[config.mk]
export PLATFORM = sky130hd
export DESIGN_NAME = fifo_flex
export DESIGN_NICKNAME = d
export VERILOG_FILES = /design/src/rtl/fifo_pkg.sv /design/src/rtl/fifo_flex_ctrl.sv /design/src/rtl/fifo_flex_regfile.sv /design/src/rtl/fifo_flex.sv
export SDC_FILE = /design/constraint.sdc
export NUM_CORES = 1
export LEC_CHECK = 0
export BUFFER_PORTS_ARGS = -buffer_cell sky130_fd_sc_hd__buf_4
export CAP_MARGIN = 20
export CORE_ASPECT_RATIO = 0.5
export CORE_UTILIZATION = 62
export DETAILED_ROUTE_END_ITERATION = 8
export GPL_TIMING_DRIVEN = 0
export PLACE_DENSITY = 0.85
export SETUP_SLACK_MARGIN = 0.1
export SLEW_MARGIN = 20
export SYNTH_ARGS = -nofsm -noshare
export SYNTH_HDL_FRONTEND = slang
export SYNTH_HIERARCHICAL = 1
export SYNTH_SLANG_ARGS = --single-unit
[constraint.sdc]
create_clock -name clk_i -period 5.1 [get_ports clk_i]
set_clock_uncertainty 0.05 [all_clocks]
set_input_delay 0 -clock clk_i [delete_from_list [all_inputs] [get_ports clk_i]]
set_output_delay 0 -clock clk_i [all_outputs]
set_load 0.05 [all_outputs]
[src/rtl/fifo_pkg.sv]
// Shared defaults and status bundle for the flexible synchronous FIFO family.
package fifo_pkg;

  localparam int unsigned DefWordLength     = 8;
  localparam int unsigned DefAddrBits       = 3;
  localparam int unsigned DefAlmostFullThr  = 6;
  localparam int unsigned DefAlmostEmptyThr = 2;

  typedef struct packed {
    logic empty;
    logic full;
    logic almost_empty;
    logic almost_full;
    logic overflow;
    logic underflow;
  } fifo_status_t;

endpackage

[src/rtl/fifo_flex_ctrl.sv]
// FIFO control: wrap-bit pointers, occupancy, threshold flags and sticky error flags.
module fifo_flex_ctrl
  import fifo_pkg::*;
#(
  parameter int unsigned AddrBits       = DefAddrBits,
  parameter int unsigned AlmostFullThr  = DefAlmostFullThr,
  parameter int unsigned AlmostEmptyThr = DefAlmostEmptyThr
) (
  input  logic                clk_i,
  input  logic                rst_ni,
  input  logic                wr_i,
  input  logic                rd_i,
  input  logic                flush_i,
  input  logic                clr_err_i,
  output logic                we_o,
  output logic [AddrBits-1:0] waddr_o,
  output logic [AddrBits-1:0] raddr_o,
  output logic                empty_o,
  output logic                full_o,
  output logic                almost_empty_o,
  output logic                almost_full_o,
  output logic [AddrBits:0]   count_o,
  output logic                overflow_o,
  output logic                underflow_o
);

  localparam int unsigned PtrW = AddrBits + 1;
  localparam logic [AddrBits:0] AfThr = PtrW'(AlmostFullThr);
  localparam logic [AddrBits:0] AeThr = PtrW'(AlmostEmptyThr);

  logic [AddrBits:0] wptr_q, rptr_q;
  logic              overflow_q, underflow_q;
  logic              empty, full;
  logic              rd_acc, wr_acc, ovf_evt, unf_evt;

  assign empty   = (wptr_q == rptr_q);
  assign full    = (wptr_q[AddrBits-1:0] == rptr_q[AddrBits-1:0]) &&
                   (wptr_q[AddrBits] != rptr_q[AddrBits]);
  assign count_o = wptr_q - rptr_q;

  // A read frees a slot in the same cycle, so write-at-full succeeds when paired with a read.
  always_comb begin
    rd_acc  = 1'b0;
    wr_acc  = 1'b0;
    ovf_evt = 1'b0;
    unf_evt = 1'b0;
    if (!flush_i) begin
      rd_acc  = rd_i && !empty;
      wr_acc  = wr_i && (!full || rd_acc);
      ovf_evt = wr_i && !wr_acc;
      unf_evt = rd_i && empty;
    end
  end

  always_ff @(posedge clk_i) begin
    if (!rst_ni) begin
      wptr_q      <= '0;
      rptr_q      <= '0;
      overflow_q  <= 1'b0;
      underflow_q <= 1'b0;
    end else begin
      if (flush_i) begin
        rptr_q <= wptr_q;
      end else begin
        if (wr_acc) wptr_q <= wptr_q + 1'b1;
        if (rd_acc) rptr_q <= rptr_q + 1'b1;
      end
      // A new error event outranks a concurrent clear.
      overflow_q  <= ovf_evt || (overflow_q  && !clr_err_i);
      underflow_q <= unf_evt || (underflow_q && !clr_err_i);
    end
  end

  assign we_o           = wr_acc;
  assign waddr_o        = wptr_q[AddrBits-1:0];
  assign raddr_o        = rptr_q[AddrBits-1:0];
  assign empty_o        = empty;
  assign full_o         = full;
  assign almost_empty_o = (count_o <= AeThr);
  assign almost_full_o  = (count_o >= AfThr);
  assign overflow_o     = overflow_q;
  assign underflow_o    = underflow_q;

endmodule

[src/rtl/fifo_flex_regfile.sv]
// Simple dual-port register file: one synchronous write port, one asynchronous read port.
module fifo_flex_regfile
  import fifo_pkg::*;
#(
  parameter int unsigned WordLength = DefWordLength,
  parameter int unsigned AddrBits   = DefAddrBits
) (
  input  logic                  clk_i,
  input  logic                  we_i,
  input  logic [AddrBits-1:0]   waddr_i,
  input  logic [WordLength-1:0] wdata_i,
  input  logic [AddrBits-1:0]   raddr_i,
  output logic [WordLength-1:0] rdata_o
);

  logic [WordLength-1:0] mem [2**AddrBits];

  // Contents are intentionally not reset; only the pointers define validity.
  always_ff @(posedge clk_i) begin
    if (we_i) begin
      mem[waddr_i] <= wdata_i;
    end
  end

  assign rdata_o = mem[raddr_i];

endmodule

[src/rtl/fifo_flex.sv]
// First-word-fall-through synchronous FIFO with occupancy, threshold and sticky error flags.
module fifo_flex
  import fifo_pkg::*;
#(
  parameter int unsigned WordLength     = DefWordLength,
  parameter int unsigned AddrBits       = DefAddrBits,
  parameter int unsigned AlmostFullThr  = DefAlmostFullThr,
  parameter int unsigned AlmostEmptyThr = DefAlmostEmptyThr
) (
  input  logic                  clk_i,
  input  logic                  rst_ni,
  input  logic                  wr_i,
  input  logic [WordLength-1:0] w_data_i,
  input  logic                  rd_i,
  input  logic                  flush_i,
  input  logic                  clr_err_i,
  output logic [WordLength-1:0] r_data_o,
  output logic                  empty_o,
  output logic                  full_o,
  output logic                  almost_empty_o,
  output logic                  almost_full_o,
  output logic [AddrBits:0]     count_o,
  output logic                  overflow_o,
  output logic                  underflow_o
);

  logic                we;
  logic [AddrBits-1:0] waddr, raddr;

  fifo_flex_ctrl #(
    .AddrBits       (AddrBits),
    .AlmostFullThr  (AlmostFullThr),
    .AlmostEmptyThr (AlmostEmptyThr)
  ) u_ctrl (
    .clk_i          (clk_i),
    .rst_ni         (rst_ni),
    .wr_i           (wr_i),
    .rd_i           (rd_i),
    .flush_i        (flush_i),
    .clr_err_i      (clr_err_i),
    .we_o           (we),
    .waddr_o        (waddr),
    .raddr_o        (raddr),
    .empty_o        (empty_o),
    .full_o         (full_o),
    .almost_empty_o (almost_empty_o),
    .almost_full_o  (almost_full_o),
    .count_o        (count_o),
    .overflow_o     (overflow_o),
    .underflow_o    (underflow_o)
  );

  fifo_flex_regfile #(
    .WordLength (WordLength),
    .AddrBits   (AddrBits)
  ) u_regfile (
    .clk_i   (clk_i),
    .we_i    (we),
    .waddr_i (waddr),
    .wdata_i (w_data_i),
    .raddr_i (raddr),
    .rdata_o (r_data_o)
  );

endmodule

==> impl_metrics.json, run 1 <==
{
  "antenna_found_initial": 0,
  "yosys.area_share.simple_pct": 5.32,
  "most-common-layout-cells": "edfxtp_1 (64), buf_4 (37), mux4_1 (15)",
  "grt_setup_unrepaired": "false",
  "clock_latency_ns": 0.34,
  "post_cts_buffers": 0,
  "drive_above_1_share_pct": 28.5,
  "status": "finished, final reports clean",
  "whs_ns": 0.134,
  "grt_pass1_wl_mm": 9.43,
  "report.final.slew_viol_count": 0,
  "dp_slack_ns": 2.58,
  "ys_warn_count": 6,
  "path_class": "flop to flop",
  "die_y_um": 53.1,
  "clock_sinks": 74,
  "post_dp_cell_area_mm2": 0.00357,
  "n_fill_cell": 257,
  "cts_buffer_depth": 2,
  "globalplace.congestion": 0.796,
  "max_freq_mhz": 387,
  "yosys_register_bits": 74,
  "numCtsBuffers": 9,
  "root_buffer": "clkbuf_8",
  "p_per_area_mw_per_mm2": 367,
  "initialDrtViolationCount": 86,
  "routed_wirelength_mm": 6.20,
  "setup-violations-final": 0,
  "die_w_um": 104,
  "stdcell_count": 319,
  "synth_fp_nets": 208,
  "tightest_slew_ns": 0.910,
  "synth_fa_ha_area_share_pct": 2.55,
  "grt_pass1_vias": 1897,
  "grt_max_degree": 14,
  "synthToLayoutAreaGrowth_pct": 21.9,
  "muxShareOfSynthArea_pct": 15.9,
  "drv_cap": 0,
  "ioPinCount": 32,
  "num_vias": 1868,
  "setup_ws_ns": 2.51,
  "hold_viol": 0,
  "synth-compound-area-share_pct": 4.59,
  "initial_core_util_pct": 65.2,
  "startpoint_type": "flop",
  "clkTransAtPathRegs_ns": 0.07,
  "synth_flop_cell": "edfxtp_1",
  "drc": 0,
  "period_needed_ns": 2.59,
  "dp_hpwl_mm": 3.72,
  "overflow": 0,
  "wl_per_cell_um": 19.4,
  "syn_area_mm2": 0.00324,
  "stdcell_area_mm2": 0.00395,
  "antennaDiodeCount": 0,
  "total_leakage_power_nw": 1.43,
  "via_per_inst": 5.86,
  "synth_top_family_by_area": "multiplexers",
  "coreArea_mm2": 0.00498,
  "cp.arrival_ns": 2.50,
  "rows": 18,
  "drtPass1Iterations": 4,
  "num-nets-final": 264,
  "peakVddDrop_mv": 0.270,
  "postRouteAntennaNets": 0,
  "synth_xor_area_share_pct": 2.39,
  "worstPathMaxFanout": 8,
  "synth_async_sr_flop_share_pct": 0,
  "synth-edff-count": 64,
  "holdBufCountCts": 14,
  "multi_input_area_mm2": 0.00101,
  "postSynthCellCount": 188,
  "synth_top_area_cell": "edfxtp_1",
  "dp_cells": 289,
  "hold_class": "input pin to flop",
  "synth_area_leaders": "edfxtp_1 (59%), mux4_1 (12%), dfxtp_1 (6.2%), mux2_2 (2.8%), ha_1 (1.9%)",
  "dieArea_mm2": 0.00554,
  "cts_resized": 0,
  "final_common_cell": "edfxtp_1",
  "fin_setup_tns_ns": 0,
  "cp_data_required_time_ns": 5.02,
  "synth_top_area_share_pct": 59.3,
  "grtUsageTotal_pct": 25.4,
  "h-tree-depth": 3,
  "crit_path_end_kind": "flop",
  "portBuffers": 31,
  "syn_area_per_cell_um2": 17.3,
  "regArea_mm2": 0.00212,
  "cts_tree": "done",
  "slew_headroom_pct": 39.1,
  "seq_area_frac_synth_pct": 65.4,
  "period_share_pct": 50.7,
  "ys_types": 38
}
[worst max-delay path, stage by stage, from the launching register on]
cell and delay, ns:
dfxtp_1 0.48, inv_1 0.09, ha_1 0.32, nand3_2 0.17
o31ai_4 0.12, inv_1 0.11, nand2b_1 0.13, nor2_1 0.73
[stage by stage]
step	utilization (%)	total power [mW]
6_report	79.4	1.45
5_1_grt	79.4	1.50
4_1_cts	79.4	1.46
3_5_place_dp	71.8	0.919
3_3_place_gp	71.6	0.911
2_1_floorplan	-	0.852
[cell families (layout without fill, tap and decap cells)]
logic type / count (synthesis) / in the layout
xor+xnor: 8 / 8
mux: 25 / 25
simple gates: 33 / 33
fa+ha+maj: 6 / 6
compound gates: 22 / 22
buf+inv: 20 / 81
flops: 74 / 74
[synthesized netlist by cell type, types with 4 or more instances]
library cell  count
a21oi_1           8
mux4_1           15
nor2_1           11
edfxtp_1         64
nand2b_1          4
buf_4             6
mux2_2            8
inv_1             9
dfxtp_1          10
ha_1              5
o21ai_0           8
xnor2_1           4
[final cells by class]
type,instances,share of cell area [%]
flip-flops and latches,74,53.7
inverters,9,0.854
clock buffers,9,3.13
repair buffers,45,9.43
multi-input cells,94,25.5
well taps,70,2.22
plain buffers,11,2.25
clock inverters,7,2.94
[sequential cells by signal, summed over array words and instances (netlist names)]
register,flops
u_ctrl/underflow_o,1
u_regfile/mem,64
u_ctrl/rptr_q,4
u_ctrl/overflow_o,1
u_ctrl/wptr_q,4
[report_power, final]
group          internal (mW)  switching, mW
Sequential             0.666        0.00677
Clock                  0.325          0.211
Combinational         0.0942          0.150
[per-layer routing]
metal  wire [µm]  vias up  track usage, %
li1            -      847               -
met4          93        0            10.2
met1        2470      937            29.0
met3         397        9            9.48
met5           0        -               0
met2        3240       75            44.7
[path summary, 6_finish.rpt]
kind / start / endpoint / slack (ns) / cells after the start
worst max register to register: u_ctrl/rptr_q[1] / u_regfile/mem[2][6] / 2.51 / 7
worst min register to register: u_ctrl/wptr_q[3] / u_ctrl/wptr_q[3] / 0.53 / 2
worst max-delay path: u_ctrl/rptr_q[1] / u_regfile/mem[2][6] / 2.51 / 7
worst min-delay path: wr_i / u_ctrl/wptr_q[1] / 0.13 / 4
(Power assumes the default switching activity.)
==> run 2, diff against run 1 <==
- ABC_AREA: not set -> 1
- CORE_UTILIZATION: 62 -> 59
- PLACE_DENSITY: 0.85 -> 0.81
- clock period: 5.1 -> 2.4 ns (I/O delays scaled with it)
==> run 2 against run 1 <==
  * Non-clock buffer count up 12
  * Routed wire length rose by 44%
  * Power grew 140%
  * Synthesized area increased by 13%
  * Worst setup slack got worse by 2.3 ns
  * Clock power grew 140%
  * Cell count is 76% higher
  * Sequential share of layout area is 8.0 points lower
  * Critical path type unchanged
  * Critical endpoint is now u_regfile/mem[4][4]
==> impl_metrics.json, run 2 <==
{
  "most-common-layout-cells": "nand2_1 (135), inv_1 (82), edfxtp_1 (64)",
  "reg2reg_depth": 9,
  "synth_most_common_cell": "nand2_1",
  "antennaDiodeCount": 0,
  "initial_core_util_pct": 64.0,
  "hold_viol": 0,
  "drc": 0,
  "p_per_area_mw_per_mm2": 742,
  "cts_buffer_depth": 2,
  "num_vias": 2991,
  "num-nets-final": 492,
  "whs_ns": 0.0657,
  "final_common_cell": "nand2_1",
  "rows": 19,
  "cp_data_required_time_ns": 2.35,
  "ys_warn_count": 6,
  "synthToLayoutAreaGrowth_pct": 26.8,
  "drtPass1Iterations": 5,
  "antenna_found_initial": 0,
  "grt_pass1_vias": 2700,
  "clock_latency_ns": 0.33,
  "worstHoldPathCells": 5,
  "yosys_register_bits": 74,
  "overflow": 0,
  "setup-violations-final": 0,
  "grtUsageTotal_pct": 26.4,
  "syn_area_mm2": 0.00366,
  "synth_top_area_cell": "edfxtp_1",
  "period_share_pct": 91.0,
  "fin_util_pct": 81.1,
  "synth_top_area_share_pct": 52.4,
  "coreArea_mm2": 0.00573,
  "drv_cap": 0,
  "ioPinCount": 32,
  "crit_path_end_kind": "flop",
  "grt_pass1_wl_mm": 12.6,
  "worst-path-buf-inv": 3,
  "globalplace.congestion": 0.852,
  "whs_endpoint": "u_ctrl/overflow_o",
  "ys_types": 26,
  "clkTransAtPathRegs_ns": 0.06,
  "regMostFlops": "u_regfile/mem",
  "die_y_um": 57.7,
  "worstPathMaxFanout": 8,
  "syn_area_per_cell_um2": 8.94,
  "seq_area_frac_synth_pct": 57.9,
  "root_buffer": "clkbuf_16",
  "rr_startpoint": "u_ctrl/rptr_q[2]",
  "min_from": "wr_i",
  "startpoint_type": "flop",
  "synth-edff-count": 64,
  "status": "finished, final reports clean",
  "path_cells": "inv_1 -> ha_1 -> nand3_1 -> inv_2 -> nand3_2 -> nand2_4 -> clkinv_2 -> nand2_2 -> nor2_4",
  "regToRegSetupSlack_ns": 0.22,
  "total_leakage_power_nw": 2.16,
  "cpMaxStageDelayCell": "dfxtp_1",
  "cts_tree": "done",
  "numCtsBuffers": 9,
  "period_needed_ns": 2.18,
  "synth_async_sr_flop_share_pct": 0,
  "portBuffers": 31,
  "grt_setup_unrepaired": "false",
  "drive_above_1_share_pct": 20.2,
  "synth_top_cells_by_count": "nand2_1 (137), inv_1 (82), edfxtp_1 (64)",
  "cpPeakStageDelay_ns": 0.40,
  "crit_family": "simple AND/OR/NAND/NOR gates",
  "h-tree-depth": 3,
  "slew_headroom_pct": 73.0,
  "total_power_mw": 3.45,
  "largest_reg_flops": 64,
  "hold_class": "input pin to flop",
  "postRouteAntennaNets": 0,
  "die_w_um": 113,
  "synth_fp_nets": 430,
  "largestRegisters": "u_regfile/mem (64), u_ctrl/rptr_q (4), u_ctrl/wptr_q (4)",
  "cp.arrival_ns": 2.13,
  "clock_sinks": 74,
  "wl_per_cell_um": 15.9,
  "worstReg2RegEnd": "u_regfile/mem[4][4]",
  "dieArea_mm2": 0.00655,
  "grt_max_degree": 14,
  "tightest_slew_ns": 0.404,
  "peakVddDrop_mv": 0.566,
  "initialDrtViolationCount": 330,
  "path_class": "flop to flop",
  "report.final.slew_viol_count": 0,
  "routed_wirelength_mm": 8.91,
  "synth_flop_cell": "edfxtp_1",
  "synth_area_leaders": "edfxtp_1 (52%), nand2_1 (14%), inv_1 (8.4%), nand3_1 (6.1%), dfxtp_1 (5.5%)",
  "max_freq_mhz": 458,
  "dp_hpwl_mm": 4.94,
  "postSynthCellCount": 410,
  "via_per_inst": 5.34
}
-- run 2: worst max path at each step --
stage	endpoint	start	cells after the start
after floorplan	almost_full_o	u_ctrl/wptr_q[0]	6
after global placement	u_regfile/mem[3][1]	u_ctrl/wptr_q[0]	9
after detailed placement	u_regfile/mem[2][2]	u_ctrl/wptr_q[0]	9
after CTS	u_regfile/mem[0][0]	u_ctrl/wptr_q[0]	9
after global routing	u_regfile/mem[4][3]	u_ctrl/rptr_q[2]	9
final	u_regfile/mem[4][4]	u_ctrl/rptr_q[2]	9
-- run 2: logic make-up (layout without fill, tap and decap cells) --
family	after synthesis	count (layout)	synth area share [%]
AOI/OAI and AO/OA	12	12	1.67
DFF	74	74	57.9
and+or+nand+nor	211	211	24.6
xor gates and xnor gates	2	2	0.478
buffers and inverters	105	171	13.1
adders and majority gates	6	6	2.25
-- run 2: what timing repair did --
item                                    in CTS  in global routing
hold endpoints to repair                    72                  0
hold buffers                                13                  0
pin swaps                                    0                  8
endpoints found under the setup margin      64                 65
resized for setup                            8                 11
buffers inserted                             0                  7
-- run 2: power by group --
part / switching [mW] / internal, mW / leakage (nW)
clock network: 0.503 / 0.801 / 0.141
registers: 0.0163 / 1.42 / 0.660
logic: 0.480 / 0.229 / 1.36
total: 0.999 / 2.45 / 2.16
-- run 2: layout make-up --
class | instances | area, µm²
Sequential cell | 74 | 2120
Multi-Input combinational cell | 231 | 1140
Fill cell | 330 | 1080
Timing Repair Buffer | 51 | 503
Inverter | 88 | 334
Clock buffer | 9 | 225
Buffer | 17 | 145
Tap cell | 84 | 105
Clock inverter | 6 | 68.8
-- run 2: worst reg2reg max path: cells and delay by family, from the launching register on --
family / cells / cell delay, ns
and+or+nand+nor: 5 / 0.79
adders and majority gates: 1 / 0.35
DFF: 1 / 0.40
buffers and inverters: 3 / 0.26
-- run 2: per-stage QoR --
step | std cells | area (µm²) | worst slack [ns] | setup TNS [ns]
2_1_floorplan | 410 | 3680 | 0.201 | 0
3_3_place_gp | 525 | 4020 | -0.143 | -5.53
3_5_place_dp | 525 | 4020 | -0.224 | -10.72
4_1_cts | 553 | 4460 | -0.0267 | -0.396
5_1_grt | 560 | 4650 | 0.0858 | 0
6_report | 560 | 4650 | 0.216 | 0
-- run 2: per-layer routing --
layer  vias up  share of wire [%]  track usage [%]
met5         -                  0                0
met4         0                3.1             11.8
met3        34                 11             7.11
met2       186                 48             45.9
met1      1370                 38             31.6
li1       1401                  -                -
==> run 3, diff against run 2 <==
- PLACE_DENSITY: 0.81 -> 0.79
==> run 3 against run 2 <==
  * Combinational power down 0.7%
  * Critical path type unchanged
  * First-iteration DRC count down 18%
  * Sequential share of layout area up 0.50 points
  * Global-route usage up 2.0 points
==> impl_metrics.json, run 3 (synthesized netlist as in run 2, its figures left out) <==
{
  "status": "finished, final reports clean",
  "cp_data_required_time_ns": 2.45,
  "period_share_pct": 94.0,
  "drtPass1Iterations": 5,
  "initialDrtViolationCount": 271,
  "grt_max_degree": 14,
  "drc": 0,
  "ioPinCount": 32,
  "path_class": "flop to flop",
  "final_common_cell": "nand2_1",
  "initial_core_util_pct": 64.0,
  "wl_per_cell_um": 15.8,
  "stdcell_area_mm2": 0.00460,
  "portBuffers": 31,
  "die_y_um": 57.7,
  "period_needed_ns": 2.26,
  "min_from": "wr_i",
  "cts_tree": "done",
  "clock_sinks": 74,
  "overflow": 0,
  "stdcell_count": 559,
  "root_buffer": "clkbuf_16",
  "via_per_inst": 5.32,
  "fin_util_pct": 80.3,
  "antenna_found_initial": 0,
  "die_w_um": 113,
  "dieArea_mm2": 0.00655,
  "total_leakage_power_nw": 2.14,
  "max_freq_mhz": 443,
  "crit_path_end_kind": "flop",
  "coreArea_mm2": 0.00573,
  "clkTransAtPathRegs_ns": 0.05,
  "worstHoldPathCells": 5,
  "grt_pass1_wl_mm": 13.4,
  "cp.arrival_ns": 2.30,
  "regToRegSetupSlack_ns": 0.14,
  "dp_hpwl_mm": 5.12,
  "multi_input_area_mm2": 0.00114,
  "slew_headroom_pct": 74.0,
  "clock_latency_ns": 0.33,
  "regMostFlops": "u_regfile/mem",
  "total_power_mw": 3.34,
  "postRouteAntennaNets": 0,
  "p_per_area_mw_per_mm2": 727,
  "globalplace.congestion": 0.869,
  "routed_wirelength_mm": 8.84,
  "dp_cells": 525,
  "synthToLayoutAreaGrowth_pct": 25.5,
  "peakVddDrop_mv": 0.516,
  "regArea_mm2": 0.00212,
  "cts_buffer_depth": 2,
  "num_vias": 2972,
  "n_fill_cell": 335,
  "worstPathMaxFanout": 8,
  "antennaDiodeCount": 0,
  "whs_endpoint": "u_ctrl/wptr_q[3]",
  "grt_setup_unrepaired": "true",
  "grtUsageTotal_pct": 28.4,
  "numCtsBuffers": 9,
  "fin_setup_tns_ns": 0,
  "setup-violations-final": 0,
  "num-nets-final": 491,
  "hold_class": "input pin to flop",
  "post_dp_cell_area_mm2": 0.00402,
  "tightest_slew_ns": 0.390,
  "largest_reg_flops": 64,
  "worstReg2RegEnd": "u_regfile/mem[3][4]",
  "largestRegisters": "u_regfile/mem (64), u_ctrl/rptr_q (4), u_ctrl/wptr_q (4)",
  "startpoint_type": "flop",
  "most-common-layout-cells": "nand2_1 (136), inv_1 (82), edfxtp_1 (64)",
  "rows": 19,
  "reg2reg_depth": 10,
  "rr_startpoint": "u_ctrl/rptr_q[2]",
  "h-tree-depth": 3,
  "drive_above_1_share_pct": 19.8,
  "report.final.slew_viol_count": 0,
  "drv_cap": 0,
  "grt_pass1_vias": 2866,
  "hold_viol": 0
}
## run 3: cell types whose count changed in the layout (fill, tap and decap cells not counted)
cell       delta
clkinv_4      -2
inv_6         +2
buf_12        -1
bufinv_16     -1
clkinv_1      +1
dfxtp_1       -1
dfxtp_2       +1
nand2_1       +1
nand2_2       -1
## run 3: what timing repair did
action                                  in CTS  in global routing
resized for setup                           13                  6
hold buffers                                13                  0
endpoints found under the setup margin      64                 65
endpoints found under the hold margin       72                  0
gates cloned                                 0                  0
buffers inserted                             0                  6
pin swaps                                    2                  7
## run 3: per-layer routing
metal | global-route usage (%) | vias to the layer above | wire (µm)
li1 | - | 1393 | -
met1 | 32.5 | 1363 | 3340
met2 | 49.9 | 190 | 4380
met3 | 9.62 | 26 | 899
met4 | 12.2 | 0 | 224
met5 | 0 | - | 0
## run 3: power breakdown
part           switching (mW)  leakage (nW)  internal [mW]  total [mW]
logic                   0.475          1.35          0.228       0.704
clock network           0.509         0.130          0.696        1.20
registers              0.0166         0.661           1.42        1.43
## run 3: final cells by class
cell class,count,area share [%]
plain buffers,17,3.16
repair buffers,50,10.5
multi-input cells,231,24.8
well taps,84,2.29
inverters,88,7.27
clock inverters,6,0.925
clock buffers,9,4.90
flip-flops and latches,74,46.2
## run 3: worst max-delay path: stages, from the launching register on
cell and delay (ns):
dfxtp_1 0.39, inv_1 0.10, ha_1 0.39, nand3_1 0.11, inv_2 0.11, nand3_2 0.13
nand2_4 0.11, clkinv_2 0.08, nand2_1 0.31, nor2_4 0.08, buf_12 0.16
## run 3: worst max path at each step
stage,endpoint,depth (start not counted),startpoint
after detailed placement,u_regfile/mem[2][2],9,u_ctrl/wptr_q[0]
final,u_regfile/mem[3][4],10,u_ctrl/rptr_q[2]
after global routing,u_regfile/mem[7][3],9,u_ctrl/rptr_q[2]
after floorplan,almost_full_o,6,u_ctrl/wptr_q[0]
after CTS,u_regfile/mem[0][3],9,u_ctrl/wptr_q[0]
after global placement,u_regfile/mem[2][2],9,u_ctrl/wptr_q[0]
## run 3: stage by stage
step                hold slack [ns]  setup WS, ns
finish                       0.0561         0.143
detailed placement            0.187        -0.265
global route                 0.0887        0.0114
floorplan                    0.0489         0.201
global placement              0.178        -0.190
CTS                          0.0540       -0.0381
